<file path="config.mk">
export PLATFORM = sky130hd
export DESIGN_NAME = ssd_display_scheduler
export DESIGN_NICKNAME = d
export VERILOG_FILES = /design/src/rtl/ssd_display_scheduler.sv
export SDC_FILE = /design/constraint.sdc
export NUM_CORES = 1
export LEC_CHECK = 0
export ABC_AREA = 1
export BUFFER_PORTS_ARGS = -buffer_cell sky130_fd_sc_hd__buf_2
export CORE_ASPECT_RATIO = 1.25
export CORE_MARGIN = 2
export CORE_UTILIZATION = 40
export DETAILED_ROUTE_END_ITERATION = 7
export PLACE_DENSITY_LB_ADDON = 0.25
export SLEW_MARGIN = 20
export SYNTH_ARGS = -nofsm -noshare
export SYNTH_HDL_FRONTEND = slang
export SYNTH_SLANG_ARGS = --single-unit
</file>
<file path="constraint.sdc">
create_clock -name clk -period 2.3 [get_ports clk]
set_input_delay 0.46 -clock clk [delete_from_list [all_inputs] [get_ports clk]]
set_output_delay 0.46 -clock clk [all_outputs]
set_load 0.01 [all_outputs]
</file>
<file path="src/rtl/ssd_display_scheduler.sv">
`default_nettype none
// ============================================================================
// Module   : ssd_display_scheduler
// Purpose  : Converts a binary result to four BCD digits (one bit per clock,
//            shift-and-add-3), commits the digits atomically, and scans them
//            onto a 4-digit active-low seven-segment display with optional
//            leading-zero blanking.
// Ports    : clk         - system clock, rising edge
//            reset       - asynchronous active-low reset
//            value       - binary value to display
//            value_valid - conversion request, sampled every rising edge
//            busy        - high while a conversion is in progress
//            done        - one-cycle pulse when new digits are committed
//            Anode       - active-low digit enables, bit 3 = thousands
//            LED_out     - active-low segments abcdefg, a = bit 6
// Revision : 1.0 - initial release
// ============================================================================
module ssd_display_scheduler #(
  parameter int DATA_W       = 13,
  parameter int REFRESH_BITS = 20,
  parameter bit BLANK_LZ     = 1'b1
) (
  input  logic              clk,
  input  logic              reset,
  input  logic [DATA_W-1:0] value,
  input  logic              value_valid,
  output logic              busy,
  output logic              done,
  output logic [3:0]        Anode,
  output logic [6:0]        LED_out
);

  localparam int CNT_W = (DATA_W > 1) ? $clog2(DATA_W) : 1;
  localparam int BCD_W = 16;

  localparam logic [1:0] c_IDLE   = 2'd0;
  localparam logic [1:0] c_SHIFT  = 2'd1;
  localparam logic [1:0] c_COMMIT = 2'd2;

  localparam logic [CNT_W-1:0] c_CNT_LAST = CNT_W'(DATA_W - 1);

  // --------------------------------------------------------------------------
  // Registers
  // --------------------------------------------------------------------------
  logic [1:0]              state_q,   state_d;
  logic [DATA_W-1:0]       shift_q,   shift_d;
  logic [BCD_W-1:0]        bcd_q,     bcd_d;
  logic [CNT_W-1:0]        cnt_q,     cnt_d;
  logic                    pend_q,    pend_d;
  logic [DATA_W-1:0]       pendv_q,   pendv_d;
  logic [BCD_W-1:0]        digits_q,  digits_d;
  logic                    busy_q,    busy_d;
  logic                    done_q,    done_d;
  logic [REFRESH_BITS-1:0] refresh_q;

  // --------------------------------------------------------------------------
  // Add-3 correction: every nibble is adjusted in parallel before the shift
  // --------------------------------------------------------------------------
  logic [BCD_W-1:0]          w_bcd_adj;
  logic [BCD_W+DATA_W-1:0]   w_cat_shl;

  genvar gi;
  for (gi = 0; gi < 4; gi++) begin : g_adj
    assign w_bcd_adj[gi*4 +: 4] = (bcd_q[gi*4 +: 4] >= 4'd5) ?
                                  (bcd_q[gi*4 +: 4] + 4'd3) :
                                  bcd_q[gi*4 +: 4];
  end

  // {BCD, shift} moved left as one word; the shift MSB enters the BCD LSB
  assign w_cat_shl = {w_bcd_adj, shift_q} << 1;

  // --------------------------------------------------------------------------
  // Conversion FSM
  // --------------------------------------------------------------------------
  always_comb begin
    state_d  = state_q;
    shift_d  = shift_q;
    bcd_d    = bcd_q;
    cnt_d    = cnt_q;
    pend_d   = pend_q;
    pendv_d  = pendv_q;
    digits_d = digits_q;
    done_d   = 1'b0;

    case (state_q)
      c_IDLE: begin
        if (value_valid) begin
          shift_d = value;
          bcd_d   = '0;
          cnt_d   = c_CNT_LAST;
          state_d = c_SHIFT;
        end
      end

      c_SHIFT: begin
        bcd_d   = w_cat_shl[BCD_W+DATA_W-1:DATA_W];
        shift_d = w_cat_shl[DATA_W-1:0];
        cnt_d   = cnt_q - 1'b1;
        if (cnt_q == '0) begin
          state_d = c_COMMIT;
        end
        // One-deep pending slot; a later request overwrites an earlier one
        if (value_valid) begin
          pend_d  = 1'b1;
          pendv_d = value;
        end
      end

      c_COMMIT: begin
        digits_d = bcd_q;
        done_d   = 1'b1;
        if (value_valid) begin
          // Newest request wins; anything parked in the pending slot is stale
          shift_d = value;
          bcd_d   = '0;
          cnt_d   = c_CNT_LAST;
          pend_d  = 1'b0;
          state_d = c_SHIFT;
        end else if (pend_q) begin
          shift_d = pendv_q;
          bcd_d   = '0;
          cnt_d   = c_CNT_LAST;
          pend_d  = 1'b0;
          state_d = c_SHIFT;
        end else begin
          state_d = c_IDLE;
        end
      end

      default: begin
        state_d = c_IDLE;
      end
    endcase

    busy_d = (state_d != c_IDLE);
  end

  always_ff @(posedge clk or negedge reset) begin
    if (!reset) begin
      state_q  <= c_IDLE;
      shift_q  <= '0;
      bcd_q    <= '0;
      cnt_q    <= '0;
      pend_q   <= 1'b0;
      pendv_q  <= '0;
      digits_q <= '0;
      busy_q   <= 1'b0;
      done_q   <= 1'b0;
    end else begin
      state_q  <= state_d;
      shift_q  <= shift_d;
      bcd_q    <= bcd_d;
      cnt_q    <= cnt_d;
      pend_q   <= pend_d;
      pendv_q  <= pendv_d;
      digits_q <= digits_d;
      busy_q   <= busy_d;
      done_q   <= done_d;
    end
  end

  assign busy = busy_q;
  assign done = done_q;

  // --------------------------------------------------------------------------
  // Refresh counter
  // --------------------------------------------------------------------------
  always_ff @(posedge clk or negedge reset) begin
    if (!reset) begin
      refresh_q <= '0;
    end else begin
      refresh_q <= refresh_q + REFRESH_BITS'(1);
    end
  end

  // --------------------------------------------------------------------------
  // Digit scan and segment decode
  // --------------------------------------------------------------------------
  function automatic logic [6:0] seg7(input logic [3:0] d);
    logic [6:0] s;
    case (d)
      4'd0:    s = 7'b0000001;
      4'd1:    s = 7'b1001111;
      4'd2:    s = 7'b0010010;
      4'd3:    s = 7'b0000110;
      4'd4:    s = 7'b1001100;
      4'd5:    s = 7'b0100100;
      4'd6:    s = 7'b0100000;
      4'd7:    s = 7'b0001111;
      4'd8:    s = 7'b0000000;
      4'd9:    s = 7'b0000100;
      default: s = 7'b0000001;
    endcase
    return s;
  endfunction

  logic [1:0] w_sel;
  logic [3:0] w_th, w_hun, w_ten, w_one;
  logic [3:0] w_digit;
  logic       w_blank;

  assign w_sel = refresh_q[REFRESH_BITS-1 -: 2];
  assign w_th  = digits_q[15:12];
  assign w_hun = digits_q[11:8];
  assign w_ten = digits_q[7:4];
  assign w_one = digits_q[3:0];

  always_comb begin
    Anode   = 4'b1111;
    w_digit = 4'd0;
    w_blank = 1'b0;
    case (w_sel)
      2'd0: begin
        Anode   = 4'b0111;
        w_digit = w_th;
        w_blank = (w_th == 4'd0);
      end
      2'd1: begin
        Anode   = 4'b1011;
        w_digit = w_hun;
        w_blank = (w_th == 4'd0) && (w_hun == 4'd0);
      end
      2'd2: begin
        Anode   = 4'b1101;
        w_digit = w_ten;
        w_blank = (w_th == 4'd0) && (w_hun == 4'd0) && (w_ten == 4'd0);
      end
      default: begin
        Anode   = 4'b1110;
        w_digit = w_one;
        w_blank = 1'b0;
      end
    endcase
    LED_out = (BLANK_LZ && w_blank) ? 7'b1111111 : seg7(w_digit);
  end

endmodule
`default_nettype wire

</file>
==> reports/qor.csv <==
metric,value,unit
max_slew headroom,0.574,
failing checks,negative setup slack,
number of flops mapped to enable cells by yosys,0,
Fill cells,1114,
# port buffers,28,
sequential area share after synthesis,0.452,
CTS HTree Levels,3,
layout cell share with drive strength beyond 1,0.245,
"most common cell after layout, fill and taps aside",nand2_1,
CTS root buf,clkbuf_16,
Leak,2.77,nW
Worst path slowest cell,dfrtp_2,
Clock Latency Late Sink,0.34,ns
fin crit period,2.40,ns
fmax,416,MHz
DIE WIDTH,102,um
register area,0.00218,mm2
# IOs,29,
via count,3978,
critical path required time,1.84,ns
Inserted Clock Buffers,9,
Synth Area in XOR/XNOR,0.0382,
initial antenna violation count,0,
Post-Synthesis Cell Area,0.00482,mm2
pre-CTS setup slack,0.0893,ns
vias in the first global route,3955,
crit path max fanout,8,
total congestion overflow,0,
maxcap violations,0,
pwr dens,1080,mW/mm2
area share of fa/ha/maj cells after synthesis,0.0494,
WL/cell,13.6,um
Crit Reg-Reg Startpoint,state_q[0]$_DFF_PN0_,
Nets,667,
post-synthesis register bit count,87,
final hold vios,0,
ANT cells,0,
DRC Markers,0,
hold_ws,0.141,ns
Detailed Routing Iterations Pass 1,6,
Worst Max-Slew Pin Slew,0.637,ns
setup violators final,6,
CTS Buffer Depth,2,
Routed WL,10900,um
Starting Density,0.413,
CTS clock-pin slew for the worst setup and hold paths,0.06,ns
average size of a mapped cell,8.26,um2
compound-gate portion of the synthesized area,0.137,
RePlAce Congestion,0.807,
ys async rst share,1.00,
CTS tree,done,
ANT nets after route,0,
syn nets,618,
Final WS setup,-0.104,ns
count of cell types in the netlist,32,
Syn. warnings,0,
crit end category,primary output,
CP most frequent cell,nand3_2,
hold crit path type,input port to asynchronous set/reset pin,
"slowest stage delay, CP",0.49,ns
critical setup path kind,flop to primary output,
"commonest cells after routing, fill and taps aside","nand2_1 (130), dfrtp_1 (85), inv_1 (61)",
top_reg_cell synth,dfrtp_1,
total track usage,0.173,
RSZ-0062 raised after global routing,yes,
Tcrit/Tclk final,1.05,
row count,44,
Multi-input gate area,0.00244,mm2
core box area,0.0117,mm2
global-route wire length before repair,17800,um
Die H,127,um
worst vdd ir,0.687,mV
largest family of logic cells by synthesized area,simple AND/OR/NAND/NOR gates,
CTS sink cnt,87,
Mapped Cells,583,
crit path DAT,1.94,ns
crit path from,refresh_q[19]$_DFF_PN0_,
Post-Synth Simple-Gate Area,0.211,
outcome,"complete, but fails checks",
drt initial violations,247,
Worst Clk Skew,0.00903,ns
Slew Limit Fails,0,
multiplexer share of the synthesized area,0.0281,
Die Area,0.0129,mm2
largest net degree at the start of global routing,88,
area grow syn2layout,21.7,%
hpwl dp,7090,um
crit start category,flop,
vias per inst,4.98,
CP cell instances,"buf_4, nand3_2, nand3_2, nor2_4, inv_2, ha_4, inv_2, nand2_2, nand3_2, nand2_1, buf_2",
## sequential cells by signal, summed over array words and instances, names as in the netlist, 2 cells and up
name	flops
digits_q	16
pendv_q	13
shift_q	13
state_q	2
refresh_q	20
cnt_q	4
bcd_q	16
## Yosys cell counts, drive strengths merged, types with 9 or more instances
cell | instances | area share
dfrtp | 87 | 0.45
buf | 13 | 0.021
nand2 | 142 | 0.11
o21ai | 69 | 0.072
xor2 | 19 | 0.035
nor3 | 9 | 0.0093
inv | 74 | 0.058
ha | 19 | 0.049
nor2 | 50 | 0.041
nand3 | 41 | 0.043
mux2 | 12 | 0.028
o211ai | 12 | 0.031
a21oi | 13 | 0.014
## metal layers
| metal | track usage | wire length (um) | vias to the layer above |
|---|---|---|---|
| li1 | - | - | 1981 |
| met1 | 0.202 | 4770 | 1903 |
| met2 | 0.308 | 5560 | 72 |
| met3 | 0.0270 | 321 | 22 |
| met4 | 0.0753 | 235 | 0 |
| met5 | 0 | 0 | - |
## kinds of logic (layout without fill, tap and decap cells)
| group | count (synthesis) | after routing |
|---|---|---|
| adders and majority gates | 19 | 19 |
| buffers and inverters | 94 | 148 |
| AOI/OAI and AO/OA | 103 | 103 |
| DFF | 87 | 87 |
| xor gates and xnor gates | 21 | 21 |
| muxes | 12 | 12 |
| and+or+nand+nor | 247 | 247 |
## through the flow
stage | TNS, ns | cells | util | power [mW] | area [um2]
floorplan | 0 | 583 | - | 3.85 | 4820
global placement | 0 | 768 | 0.444 | 4.40 | 5180
detailed placement | 0 | 768 | 0.444 | 4.47 | 5180
CTS | -0.282 | 791 | 0.486 | 6.25 | 5680
global route | -1.01 | 798 | 0.502 | 6.77 | 5860
finish | -0.530 | 798 | 0.502 | 6.31 | 5860
## what timing repair did
action                     in CTS  in global routing
gates resized for setup        35                 33
setup endpoints to repair       7                  7
buffers inserted                8                  7
hold buffers                    0                  0
pin swaps                       8                 18
## cell type report
cell class / count / area share
clock buffers: 11 / 0.0414
clock inverters: 5 / 0.0179
inverters: 75 / 0.0495
multi-input cells: 402 / 0.417
flip-flops and latches: 87 / 0.372
well taps: 161 / 0.0344
repair buffers: 57 / 0.0683
## critical path, delay by kind of cell (launching register included)
kind / cells / cell delay, ns
buf+inv: 4 / 0.40
fa+ha+maj: 1 / 0.27
flops: 1 / 0.49
simple gates: 6 / 0.46
## where the power goes
part           internal [mW]  total (mW)  switching [mW]
Clock                   1.09        1.69           0.600
Sequential              1.97        2.23           0.267
Combinational          0.977        2.39            1.41
## path summary, 6_finish.rpt
path | endpoint | depth (start not counted) | slack, ns
min in group clk | shift_q[6]$_DFFE_PN0P_ | 3 | 0.38
min | refresh_q[10]$_DFF_PN0_ | 2 | 0.14
max | LED_out[3] | 11 | -0.10
max reg2reg | shift_q[4]$_DFFE_PN0P_ | 8 | 0.29
min reg2reg | shift_q[2]$_DFFE_PN0P_ | 2 | 0.48
max in group asynchronous | refresh_q[19]$_DFF_PN0_ | 2 | 1.76
(Power assumes the default switching activity.)
